`config.mk`:
```
export PLATFORM = sky130hd
export DESIGN_NAME = xbar_bypass_cfg_seq
export DESIGN_NICKNAME = d
export VERILOG_FILES = /design/src/rtl/xbar_bypass_cfg_seq.sv
export SDC_FILE = /design/constraint.sdc
export NUM_CORES = 1
export LEC_CHECK = 0
export CORE_MARGIN = 1.5
export CORE_UTILIZATION = 54
export DETAILED_ROUTE_END_ITERATION = 12
export PLACE_DENSITY = 0.76
export REMOVE_ABC_BUFFERS = 1
export SYNTH_ARGS = -nofsm -noshare
export SYNTH_HDL_FRONTEND = slang
export SYNTH_SLANG_ARGS = --single-unit
```
`constraint.sdc`:
```
create_clock -name clk -period 2.9 [get_ports clk]
set_input_delay 0.725 -clock clk [delete_from_list [all_inputs] [get_ports clk]]
set_output_delay 0.725 -clock clk [all_outputs]
set_load 0.03 [all_outputs]
```
`src/rtl/xbar_bypass_cfg_seq.sv`:
```
// Config sequencer for the bypass crossbar.
// Stores NUM_CTX crossbar configuration words and walks contexts 0..last
// while running. The decoded per-output one-hot selects and the register
// bypass vector for the current context are driven as registered outputs.
// Ports:
//   clk, rst_n           clock, async active-low reset
//   i__cfg_wr_*          config table write (valid/ready, addr, data)
//   i__num_ctx_m1        last context of the loop, sampled on start
//   i__start/stop/stall  sequencing control
//   o__sel               per-output one-hot source select
//   o__regbypass         bit0 EAST, bit1 WEST, bit2 NORTH, bit3 SOUTH
//   o__ctx_idx           context currently driven on the outputs
//   o__running           sequencer in RUN
//   o__cfg_err           sticky illegal-field flag, cleared on start

// One output's 3-bit source field -> one-hot select. Codes >= NUM_IN
// (no-source and illegal) both decode to an empty select.
module xbar_src_dec #(
  parameter int NUM_IN = 6
) (
  input  logic [2:0]        fld,
  output logic [NUM_IN-1:0] sel
);
  localparam logic [2:0] NSRC = 3'(NUM_IN);
  assign sel = (fld < NSRC) ? (NUM_IN'(1) << fld) : '0;
endmodule

module xbar_bypass_cfg_seq #(
  parameter int NUM_CTX = 16,
  parameter int CTX_W   = 4,
  parameter int NUM_IN  = 6,
  parameter int NUM_OUT = 7,
  parameter int CFG_W   = 25
) (
  input  logic              clk,
  input  logic              rst_n,
  input  logic              i__cfg_wr_valid,
  output logic              o__cfg_wr_ready,
  input  logic [CTX_W-1:0]  i__cfg_wr_addr,
  input  logic [CFG_W-1:0]  i__cfg_wr_data,
  input  logic [CTX_W-1:0]  i__num_ctx_m1,
  input  logic              i__start,
  input  logic              i__stop,
  input  logic              i__stall,
  output logic [NUM_IN-1:0] o__sel [NUM_OUT-1:0],
  output logic [3:0]        o__regbypass,
  output logic [CTX_W-1:0]  o__ctx_idx,
  output logic              o__running,
  output logic              o__cfg_err
);
  typedef enum logic {IDLE, RUN} state_t;

  state_t            state, state_nxt;
  logic [CTX_W-1:0]  last;
  logic [CTX_W-1:0]  rd_idx;
  logic [CFG_W-1:0]  rd_word;
  logic              upd, clr, go, wr_fire, wr_bad;
  logic [NUM_IN-1:0] dec [NUM_OUT-1:0];

  logic [CFG_W-1:0]  tbl [NUM_CTX];

  assign o__cfg_wr_ready = (state == IDLE);
  assign o__running      = (state == RUN);
  assign wr_fire         = i__cfg_wr_valid && o__cfg_wr_ready;

  // Table has no reset so loaded configs survive a tile reset.
  always_ff @(posedge clk)
    if (wr_fire) tbl[i__cfg_wr_addr] <= i__cfg_wr_data;

  always_comb begin
    wr_bad = 1'b0;
    for (int i = 0; i < NUM_OUT; i++)
      if (i__cfg_wr_data[3*i +: 3] == 3'd6) wr_bad = 1'b1;
  end

  // Next state plus which context the registered outputs load from.
  always_comb begin
    state_nxt = state;
    upd       = 1'b0;
    clr       = 1'b0;
    go        = 1'b0;
    rd_idx    = (o__ctx_idx == last) ? '0 : o__ctx_idx + CTX_W'(1);
    case (state)
      IDLE: if (i__start && !i__stop) begin
        state_nxt = RUN;
        upd       = 1'b1;
        go        = 1'b1;
        rd_idx    = '0;
      end
      RUN: if (i__stop) begin
        state_nxt = IDLE;
        clr       = 1'b1;
      end else if (!i__stall) begin
        upd       = 1'b1;
      end
      default: state_nxt = IDLE;
    endcase
  end

  assign rd_word = tbl[rd_idx];

  for (genvar g = 0; g < NUM_OUT; g++) begin : g_dec
    xbar_src_dec #(.NUM_IN(NUM_IN)) u_dec (
      .fld (rd_word[3*g +: 3]),
      .sel (dec[g])
    );
  end

  always_ff @(posedge clk or negedge rst_n) begin
    if (!rst_n) begin
      state        <= IDLE;
      last         <= '0;
      o__ctx_idx   <= '0;
      o__regbypass <= '0;
      o__cfg_err   <= 1'b0;
      for (int i = 0; i < NUM_OUT; i++) o__sel[i] <= '0;
    end else begin
      state <= state_nxt;
      if (go) last <= i__num_ctx_m1;
      if (upd) begin
        o__ctx_idx   <= rd_idx;
        o__regbypass <= rd_word[CFG_W-1 -: 4];
        for (int i = 0; i < NUM_OUT; i++) o__sel[i] <= dec[i];
      end else if (clr) begin
        o__ctx_idx   <= '0;
        o__regbypass <= '0;
        for (int i = 0; i < NUM_OUT; i++) o__sel[i] <= '0;
      end
      // An illegal word written alongside a start still flags.
      if (wr_fire && wr_bad) o__cfg_err <= 1'b1;
      else if (go)           o__cfg_err <= 1'b0;
    end
  end
endmodule

```
### Yosys cells after proc, flatten, opt, wreduce, memory -nomap -nowiden

Memory sizes are Yosys's and may differ from the RTL's.
Index checks and enable logic that the tools add are counted.

* register bits after elaboration: 56
* bits in latches: 0
* memory bits (writable): 400
* ROM bits: 0
* bits of input ports: 39
* output and inout bits: 53
* logic and storage cells: 78
* memories: 1

* add/subtract/negate cells: 1
* multipliers: 0
* div/mod/pow operators: 0
* magnitude comparators: 7
* equal/unequal tests: 8
* shifts and indexed selects: 7
* mux-type cells: 35
* bitwise gates (word level): 1
* reductions and logical operators: 6

Memory list
* tbl: words 16, width 25, read ports 1, clocked after memory_dff 0, wr ports 1, RTL line 60 `logic [CFG_W-1:0] tbl [NUM_CTX];`

Operators with widths (number)
* 42-bit 2-to-1 mux: 2
* 6-bit 2-to-1 mux: 7
* 1-bit by 3-bit left shift with 6-bit output (first input constant): 7
* 4-bit 2-to-1 mux: 6
* 3-bit equality test (second input constant): 7
* 3-bit less-than comparator (second input constant): 7
* 1-bit 2-to-1 mux: 18
* 4-bit by 1-bit adder with 4-bit output (second input constant): 1
* 4-bit equality test: 1
* 1-bit one-hot mux with 2 select lines: 2
* 2-bit nonzero test: 2
* 1-bit logical AND: 3
* 1-bit logical NOT: 1
* 1-bit NOT: 1

### Longest topological paths before layout

Gate-level depths: netlist of the first run.

* depth after elaboration: 10
* depth in mapped cells: 13
* gate-level depth less buffers: 8

### By module

A second synthesis of the first run with hierarchy kept.

* cell total of the unflattened synthesis: 1124
* area total of the unflattened synthesis: 18250.0 sq um

By module, submodules not included
* xbar_bypass_cfg_seq: instances 1, cells each 1082, area an instance 17917.2 sq um, seq. area each 13412.9 sq um
* xbar_src_dec: instances 7, cells each 6, area an instance 47.5 sq um, seq. area each 0.0 sq um

### Worst setup path before layout of the first run

OpenSTA, ideal clock, no wires.

* path kind: register -> register
* start: register state (netlist: o__running)
* end: memory tbl[0][0], enable pin
* library setup time: 0.439 ns
* arrival time: 3.069 ns
* required time: 2.461 ns
* slack: -0.608 ns
* stages on the path, launching flop included: 5
* path buffers: 0
* period minus slack after synthesis: 3.508 ns
* cells stage by stage: dfrtp_1 inv_1 nand2_1 or3_1 nor3_1

* word-level cells in the longest chain between the ends: 4

Ends and longest elaborated chain
* from (decl): RTL line 53 `state_t state, state_nxt;`
* from (signal assigned): RTL line 118 `state <= state_nxt;`
* 1-bit NOT
* net o__cfg_wr_ready: RTL line 38 `output logic o__cfg_wr_ready,`
* 1-bit logical AND: RTL line 64 `assign wr_fire = i__cfg_wr_valid && o__cfg_wr_ready;`
* 1-bit 2-to-1 mux: RTL line 68 `if (wr_fire) tbl[i__cfg_wr_addr] <= i__cfg_wr_data;`
* 1-bit 2-to-1 mux (implied by the code): RTL line 68
* to (decl): RTL line 60

The timed path passes the listed nets, and every way through them passes these cells.

### Worst setup path after layout of the first run

* start: register o__ctx_idx[0]
* end: register o__sel[25] (netlist bit)

* word-level cells in the longest chain between the ends: 8
* elaborated cells between the ends (all ways): 10
* classes of those cells: add/sub: 1; order compare: 1; eq/ne: 1; shift: 1; mux: 5; memory: 1

Ends and longest elaborated chain
* from (decl): RTL line 47 `output logic [CTX_W-1:0] o__ctx_idx,`
* from (signal assigned): RTL line 121 `o__ctx_idx <= rd_idx;`
* 4-bit by 1-bit adder with 4-bit output or 4-bit equality test (tied branches): RTL line 82 `rd_idx = (o__ctx_idx == last) ? '0 : o__ctx_idx + CTX_W'(1);`
* 4-bit 2-to-1 mux (*): RTL line 82
* 4-bit 2-to-1 mux: RTL line 84 `IDLE: if (i__start && !i__stop) begin`
* 4-bit 2-to-1 mux (*): RTL line 83 `case (state)`
* memory 16 x 25 bit (*)
* 3-bit less-than comparator or 1-bit by 3-bit left shift with 6-bit output (tied branches): RTL line 25 `assign sel = (fld < NSRC) ? (NUM_IN'(1) << fld) : '0;`
* 6-bit 2-to-1 mux (*): RTL line 25
* 42-bit 2-to-1 mux (*): RTL line 120 `if (upd) begin`
* to (decl): RTL line 45 `output logic [NUM_IN-1:0] o__sel [NUM_OUT-1:0],`

Every way passes the cells marked *; elsewhere a longest branch is shown, timed or not.
A chain may end at the register's enable or synchronous reset.

==> results of run 1 <==
report_power, final:
part / total [mW] / internal [mW] / switching, mW
combinational: 7.36 / 2.93 / 4.43
clock: 5.70 / 3.34 / 2.36
sequential: 7.76 / 7.50 / 0.259
total: 20.8 / 13.8 / 7.05
worst min-delay path: stages, from the launching register on:
cell,delay (ns)
sky130_fd_sc_hd__dfrtp_1,0.34
sky130_fd_sc_hd__nand2_1,0.05
sky130_fd_sc_hd__o31ai_1,0.05
cell usage after synthesis, drive strengths merged, types with 3 or more instances:
master	n	area share, %
a32oi	7	0.37
xor2	6	0.28
or3	10	0.34
a31o	5	0.24
nand2	81	1.7
mux4	6	0.73
dfrtp	56	7.5
a2bb2oi	13	0.61
a211oi	45	1.8
mux2	15	0.91
o41ai	7	0.45
and3	17	0.57
nor2	60	1.3
clkbuf	35	0.71
o211ai	14	0.57
a31oi	10	0.34
nand4	8	0.27
mux2i	68	3.7
nor3	19	0.57
o2111ai	3	0.14
nor2b	3	0.10
o2bb2ai	3	0.14
o32ai	3	0.18
nor4	7	0.34
nand3	58	1.6
o22ai	10	0.34
a32o	20	1.1
buf	50	1.9
and2	6	0.20
edfxtp	400	65
a22o	4	0.19
a221oi	3	0.18
o21ai	61	1.6
o221ai	12	0.57
a22oi	5	0.26
nand2b	12	0.40
nand3b	3	0.12
o31ai	18	0.73
a21oi	35	0.94
inv	4	0.081
registers in the layout, summed over array words and instances (netlist names):
signal        flops
o__cfg_err        1
o__running        1
tbl             400
o__ctx_idx        4
last              4
o__regbypass      4
o__sel           42
logic make-up after synthesis:
logic type               share of synthesized area (%)
XOR/XNOR                                         0.377
multiplexers                                      5.30
AO/OA/AOI/OAI                                     11.7
adder cells (fa/ha/maj)                         0.0673
AND/OR/NAND/NOR                                   7.74
buffers and inverters                             2.68
flip-flops                                        72.2
through the flow:
step                      setup TNS [ns]  cell area [µm²]  hold WS [ns]  utilization [%]  total power, mW
after floorplan                  -280.29            18100         0.429                -             11.6
after global placement            -30.32            21100         0.462             62.5             14.4
after detailed placement          -32.65            21100         0.465             62.5             14.5
after CTS                              0            22800         0.478             67.5             20.4
after global routing              -0.131            23000         0.523             68.2             21.4
final                            -0.0138            23000         0.476             68.2             20.8
cell usage in the layout (no fill, tap or decap), drive strengths merged, types with 19 or more instances in the layout:
master and n:
a32o 20, a211oi 45, nor3 19, clkdlybuf4s50 89, clkbuf 64, mux2i 68
edfxtp 400, nand3 58, buf 156, o21ai 61, a21oi 35, nand2 81
dfrtp 56, nor2 60
metal layers:
metal  part of all wire (%)  GRT usage, %
met1                     36          39.9
met2                     47          46.9
met3                     11          5.29
met4                    5.4          15.7
met5                  0.026             0
cell type report:
class	count	area, µm²
clock buffer	62	1200
fill	2195	10700
sequential	456	13400
timing repair buffer	250	2560
tap	448	561
antenna	2	5.00
inverter	5	23.8
multi-input combinational	684	5000
clock inverter	20	226
worst min path at each step:
| stage | depth (start not counted) | slack [ns] | end |
|---|---|---|---|
| finish | 2 | 0.48 | o__sel[6]$_DFFE_PN0P_ |
| global route | 2 | 0.52 | o__sel[14]$_DFFE_PN0P_ |
| CTS | 2 | 0.48 | o__sel[6]$_DFFE_PN0P_ |
| detailed placement | 2 | 0.46 | o__sel[6]$_DFFE_PN0P_ |
| global placement | 2 | 0.46 | o__sel[10]$_DFFE_PN0P_ |
| floorplan | 0 | 0.43 | last[0]$_DFFE_PN0P_ |
timing repair:
item                                    CTS  global route
resized for setup                        22            27
pin swaps                                 7            16
hold buffers                              1             0
endpoints found under the hold margin     6             0
endpoints found under the setup margin   47            40
gates cloned                              1             2
buffers inserted                         10             9
==> impl_summary.log, run 1 <==
INFO  metric run_status = complete, but fails checks
INFO  metric violations_in_the_final_reports = negative setup slack
INFO  metric numClockSinks = 456
INFO  metric worstPathBufferInverterCount = 5
INFO  metric route.detailed.drc = 0
INFO  metric die_area = 0.0355 mm²
INFO  metric grt_first_pass_wirelength = 77.6 mm
INFO  metric fmax = 343 MHz
INFO  metric layout_setup_ws = -0.0138 ns
INFO  metric p_leak = 7.99 nW
INFO  metric design.portCount = 92
INFO  metric ff2ff_setup_slack = -0.01 ns
INFO  metric route.antenna.remaining_nets = 0
INFO  metric max-vdd-ir-drop = 715 µV
INFO  metric finalMaxSlewViolations = 0
INFO  metric gp_congestion = 0.862
INFO  metric worstPathRequired = 3.37 ns
INFO  metric worst_hold_path_type = reg -> reg
INFO  metric synth-edff-count = 400
INFO  metric place.detailed.hpwl = 30.6 mm
INFO  metric finalSetupViolations = 1
INFO  metric instances_no_fill = 1927
INFO  metric dieWidth = 189 µm
INFO  metric synth-main-ff-cell = sky130_fd_sc_hd__edfxtp_1
INFO  metric cp_max_fo = 5
INFO  metric grt_start_max_net_pins = 52
INFO  metric asyncSetResetFlopFracSynth = 12.3%
INFO  metric hold_path.startpoint = o__sel[6]$_DFFE_PN0P_
INFO  metric vias_in_the_first_global_route = 12400
INFO  metric pre_cts_ws = -0.844 ns
INFO  metric portBuffers = 91
INFO  metric synth_sequential_area_ratio = 72.2%
INFO  metric endpoint_kind = flop
INFO  metric synth.cell_area = 0.0186 mm²
INFO  metric p_per_area = 905 mW/mm²
INFO  metric grt_setup_unrepaired = true
INFO  metric cts_inserted_buffers = 44
INFO  metric crit_family = buffers and inverters
INFO  metric synth.lib_cells_used.distinct = 81
INFO  metric cpMaxStageDelayCell = sky130_fd_sc_hd__dfrtp_4
INFO  metric dr_total_vias = 12700
INFO  metric layout-drive-gt1-share = 21.1%
INFO  metric wl_per_cell = 27.8 µm
INFO  metric dr.pass1.iters = 6
INFO  metric worst-r2r-cell-count = 12
INFO  metric place.detailed.instances = 1823
INFO  metric tritoncts_clock_tree = built
INFO  metric clk_transition_reported_paths = 0.06 ns
INFO  metric period_minus_slack = 2.91 ns
INFO  metric floorplan.die.height = 189 µm
INFO  metric crit_path_max_cell_delay = 0.48 ns
INFO  metric initial_utilization = 55.1%
INFO  metric floorplan.rows = 67
INFO  metric area_delta_synth_final = 23.7%
INFO  metric timing_worst_slew_pin_value = 0.872 ns
INFO  metric grt-ovfl-total = 0
INFO  metric yosysWarningCount = 0
INFO  metric grt_util_all_layers = 29.8%
INFO  metric critical_path.reg2reg.endpoint = o__sel[25]$_DFFE_PN0P_
INFO  metric synth-seq-cells = 456
INFO  metric postSynthAreaPerCell = 15.1 µm²
INFO  metric startpoint_type = flop
INFO  metric ratio_of_routed_vias_to_standard_cells = 6.60
INFO  metric cp.depth = 12
INFO  metric cts-htree-levels = 2
INFO  metric cap_violations = 0
INFO  metric final_report_hold_violation_count = 0
INFO  metric cp_cell_sequence = buf_4 -> nand3_1 -> xor2_2 -> buf_4 -> nor4_4 -> buf_4 -> buf_4 -> buf_4 -> nand3_1 -> nand4_1 -> a31o_2 -> o41ai_2
INFO  metric final.period_utilization = 100%
INFO  metric grt_antenna_before_repair = 1
INFO  metric worstSetupPathType = reg -> reg
INFO  metric number_of_instances_in_the_synthesized_netlist = 1230
INFO  metric final_net_count = 1481
INFO  metric headroom_to_the_max_slew_limit = 41.7%
INFO  metric cp.arrival = 3.38 ns
INFO  metric root_buffer = sky130_fd_sc_hd__clkbuf_16
INFO  metric worstSkewPairLatency = 0.57 ns
INFO  metric regToRegStartpoint = o__ctx_idx[0]$_DFFE_PN0P_
INFO  metric detail_route.wirelength = 53.5 mm
INFO  metric core_area = 0.0337 mm²
INFO  metric worst_setup_path_endpoint = o__sel[25]$_DFFE_PN0P_
INFO  metric critical_path_source = o__ctx_idx[0]$_DFFE_PN0P_
INFO  metric crit_top_cell = sky130_fd_sc_hd__buf_4
INFO  metric fin_worst_skew = 0.0201 ns
INFO  metric drt_iter0_drc = 1924
INFO  metric cts_buffer_depth = 3
(Power assumes the default switching activity.)
==> run 2, diff against run 1 <==
Settings changed: CORE_ASPECT_RATIO set to 2.
==> impl_summary.log, run 2 (synthesis results as in run 1) <==
INFO  metric cts_inserted_buffers = 37 (was 44)
INFO  metric final_net_count = 1499 (was 1481)
INFO  metric worstSkewPairLatency = 0.55 ns (was 0.57 ns)
INFO  metric run_status = finished clean (was complete, but fails checks)
INFO  metric worstSetupPathType = reg -> reg (unchanged)
INFO  metric cts_buffer_depth = 3 (unchanged)
INFO  metric place.detailed.hpwl = 33.7 mm (was 30.6 mm)
INFO  metric largest_reg_flops = 400 (unchanged)
INFO  metric detail_route.wirelength = 53.6 mm (was 53.5 mm)
INFO  metric vias_in_the_first_global_route = 12700 (was 12400)
INFO  metric cpMaxStageDelayCell = sky130_fd_sc_hd__dfrtp_4 (unchanged)
INFO  metric final_cell_mix = sky130_fd_sc_hd__edfxtp_1, sky130_fd_sc_hd__buf_4, sky130_fd_sc_hd__clkdlybuf4s50_1, sky130_fd_sc_hd__nand2_1, sky130_fd_sc_hd__mux2i_1 (unchanged)
INFO  metric grt_start_max_net_pins = 61 (was 52)
INFO  metric cp_max_fo = 6 (was 5)
INFO  metric fin_worst_skew = 0.0213 ns (was 0.0201 ns)
INFO  metric numClockSinks = 456 (unchanged)
INFO  metric reg_top3 = tbl x400, o__sel x42 (unchanged)
INFO  metric grt-ovfl-total = 0 (unchanged)
INFO  metric max_flop_register = tbl (unchanged)
INFO  metric ratio_of_routed_vias_to_standard_cells = 6.54 (was 6.60)
INFO  metric layout-drive-gt1-share = 21.9% (was 21.1%)
INFO  metric area_delta_synth_final = 23.2% (was 23.7%)
INFO  metric worstPathRequired = 3.38 ns (was 3.37 ns)
INFO  metric initial_utilization = 54.5% (was 55.1%)
INFO  metric cp_cell_sequence = xor2_4 -> o41a_4 -> buf_12 -> nand2_2 -> o221a_2 -> o21ai_0 -> a311oi_2 -> buf_4 -> a32o_1 (was buf_4 -> nand3_1 -> xor2_2 -> buf_4 -> nor4_4 -> buf_4 -> buf_4 -> buf_4 -> nand3_1 -> nand4_1 -> a31o_2 -> o41ai_2)
INFO  metric switching_part_of_the_total_power = 34.1% (was 33.9%)
INFO  metric tritoncts_clock_tree = built (unchanged)
INFO  metric p_leak = 8.02 nW (was 7.99 nW)
INFO  metric route.antenna.remaining_nets = 0 (unchanged)
INFO  metric final_util = 67.1% (was 68.2%)
INFO  metric p_per_area = 890 mW/mm² (was 905 mW/mm²)
INFO  metric ff2ff_setup_slack = 0.02 ns (was -0.01 ns)
INFO  metric max-vdd-ir-drop = 505 µV (was 715 µV)
INFO  metric final.period_utilization = 99.5% (was 100%)
INFO  metric startpoint_type = flop (unchanged)
INFO  metric grt_antenna_before_repair = 0 (was 1)
INFO  metric cap_violations = 0 (unchanged)
INFO  metric netSwitchingPower = 6.94 mW (was 7.05 mW)
INFO  metric antennaDiodeCount = 0 (was 2)
INFO  metric grt_first_pass_wirelength = 77.0 mm (was 77.6 mm)
INFO  metric regToRegStartpoint = o__ctx_idx[0]$_DFFE_PN0P_ (unchanged)
INFO  metric headroom_to_the_max_slew_limit = 48.9% (was 41.7%)
INFO  metric final_report_hold_violation_count = 0 (unchanged)
INFO  metric power_frac_clock = 24.8% (was 27.4%)
INFO  metric seq_power_share = 38.0% (was 37.3%)
INFO  metric timing_worst_slew_pin_value = 0.765 ns (was 0.872 ns)
INFO  metric placedInstanceArea = 0.0214 mm² (was 0.0211 mm²)
INFO  metric num-fill-cells = 2256 (was 2195)
INFO  metric design.portCount = 92 (unchanged)
INFO  metric route.detailed.drc = 0 (unchanged)
INFO  metric worst_hold_path_type = in -> async (was reg -> reg)
INFO  metric drt_iter0_drc = 1480 (was 1924)
INFO  metric endpoint_kind = flop (unchanged)
INFO  metric worst-r2r-cell-count = 9 (was 12)
INFO  metric core_area = 0.0341 mm² (was 0.0337 mm²)
INFO  metric floorplan.die.height = 265 µm (was 189 µm)
INFO  metric critical_path.reg2reg.endpoint = o__sel[9]$_DFFE_PN0P_ (was o__sel[25]$_DFFE_PN0P_)
INFO  metric dr.pass1.iters = 5 (was 6)
INFO  metric floorplan.rows = 96 (was 67)
INFO  metric die_area = 0.0356 mm² (was 0.0355 mm²)
INFO  metric fmax = 347 MHz (was 343 MHz)
INFO  metric clk_transition_reported_paths = 0.07 ns (was 0.06 ns)
INFO  metric intPower = 13.4 mW (was 13.8 mW)
INFO  metric post-layout-total-power = 20.4 mW (was 20.8 mW)
INFO  metric grt_util_all_layers = 29.9% (was 29.8%)
INFO  metric cts-htree-levels = 2 (unchanged)
INFO  metric wl_per_cell = 27.8 µm (about the same)
INFO  metric comb_power_share = 37.2% (was 35.4%)
INFO  metric finalMaxSlewViolations = 0 (unchanged)
INFO  metric cp.arrival = 3.37 ns (was 3.38 ns)
INFO  metric portBuffers = 91 (unchanged)
INFO  metric final_common_cell = sky130_fd_sc_hd__edfxtp_1 (unchanged)
INFO  metric finalSetupViolations = 0 (was 1)
INFO  metric final_cell_area = 0.0229 mm² (was 0.0230 mm²)
INFO  metric crit_path_max_cell_delay = 0.57 ns (was 0.48 ns)
INFO  metric root_buffer = sky130_fd_sc_hd__clkbuf_16 (unchanged)
INFO  metric dieWidth = 134 µm (was 189 µm)
INFO  metric period_minus_slack = 2.88 ns (was 2.91 ns)
INFO  metric dr_total_vias = 12600 (was 12700)
INFO  metric gp_congestion = 0.915 (was 0.862)
==> run 2: repair_timing <==
action	CTS	global route
setup buffers	5	5
cloned	0	3
pin swaps	7	10
hold buffers	0	0
gates resized for setup	11	24
hold endpoints to repair	0	0
setup endpoints to repair	41	34
==> run 2: final cells by class <==
cell class                      instances  area, µm²  share of cell area, %
Tap cell                              441        552                   2.41
Multi-Input combinational cell        684       4890                   21.4
Inverter                                5       18.8                 0.0820
Sequential cell                       456      13400                   58.6
Clock buffer                           49       1020                   4.47
Timing Repair Buffer                  275       2810                   12.3
Clock inverter                         19        176                  0.771
==> run 2: per-stage QoR <==
| step | setup WS [ns] | cells | TNS [ns] | hold WS (ns) |
|---|---|---|---|---|
| after floorplan | -5.00 | 1145 | -280.29 | 0.429 |
| after global placement | -0.650 | 1849 | -22.45 | 0.459 |
| after detailed placement | -0.718 | 1849 | -25.71 | 0.464 |
| after CTS | 0.000629 | 1922 | 0 | 0.214 |
| after global routing | -0.0246 | 1929 | -0.164 | 0.225 |
| final | 0.0154 | 1929 | 0 | 0.218 |
==> run 2: worst max path at each step <==
stage	cells after the start	slack (ns)	start	end
2_1_floorplan	7	-5.00	o__ctx_idx[0]$_DFFE_PN0P_	o__sel[9]$_DFFE_PN0P_
3_3_place_gp	10	-0.65	i__start	o__sel[9]$_DFFE_PN0P_
3_5_place_dp	10	-0.72	i__start	o__sel[9]$_DFFE_PN0P_
4_1_cts	13	0.0006	i__start	o__sel[8]$_DFFE_PN0P_
5_1_grt	8	-0.02	o__ctx_idx[0]$_DFFE_PN0P_	o__sel[41]$_DFFE_PN0P_
6_report	9	0.02	o__ctx_idx[0]$_DFFE_PN0P_	o__sel[9]$_DFFE_PN0P_
==> run 2: power groups by stage <==
| stage | clock (mW) | sequential [mW] | combinational, mW |
|---|---|---|---|
| 2_1_floorplan | 0 | 8.51 | 3.07 |
| 3_3_place_gp | 0 | 7.83 | 6.88 |
| 5_1_grt | 5.28 | 7.77 | 7.94 |
| 3_5_place_dp | 0 | 7.85 | 7.01 |
| 4_1_cts | 5.08 | 7.71 | 7.16 |
| 6_report | 5.05 | 7.74 | 7.58 |
==> run 2: critical path: cells and delay by family (launching register included) <==
kind / cells / cell delay (ns)
AOI/OAI and AO/OA: 5 / 1.46
DFF: 1 / 0.57
xor gates and xnor gates: 1 / 0.22
buffers and inverters: 2 / 0.36
and+or+nand+nor: 1 / 0.21
==> run 2: per-layer routing <==
metal	wire, µm	up-vias	GRT usage (%)
li1	-	5319	-
met1	17200	6244	32.8
met2	27700	811	52.3
met3	4240	246	4.44
met4	4490	0	21.9
met5	0	-	0
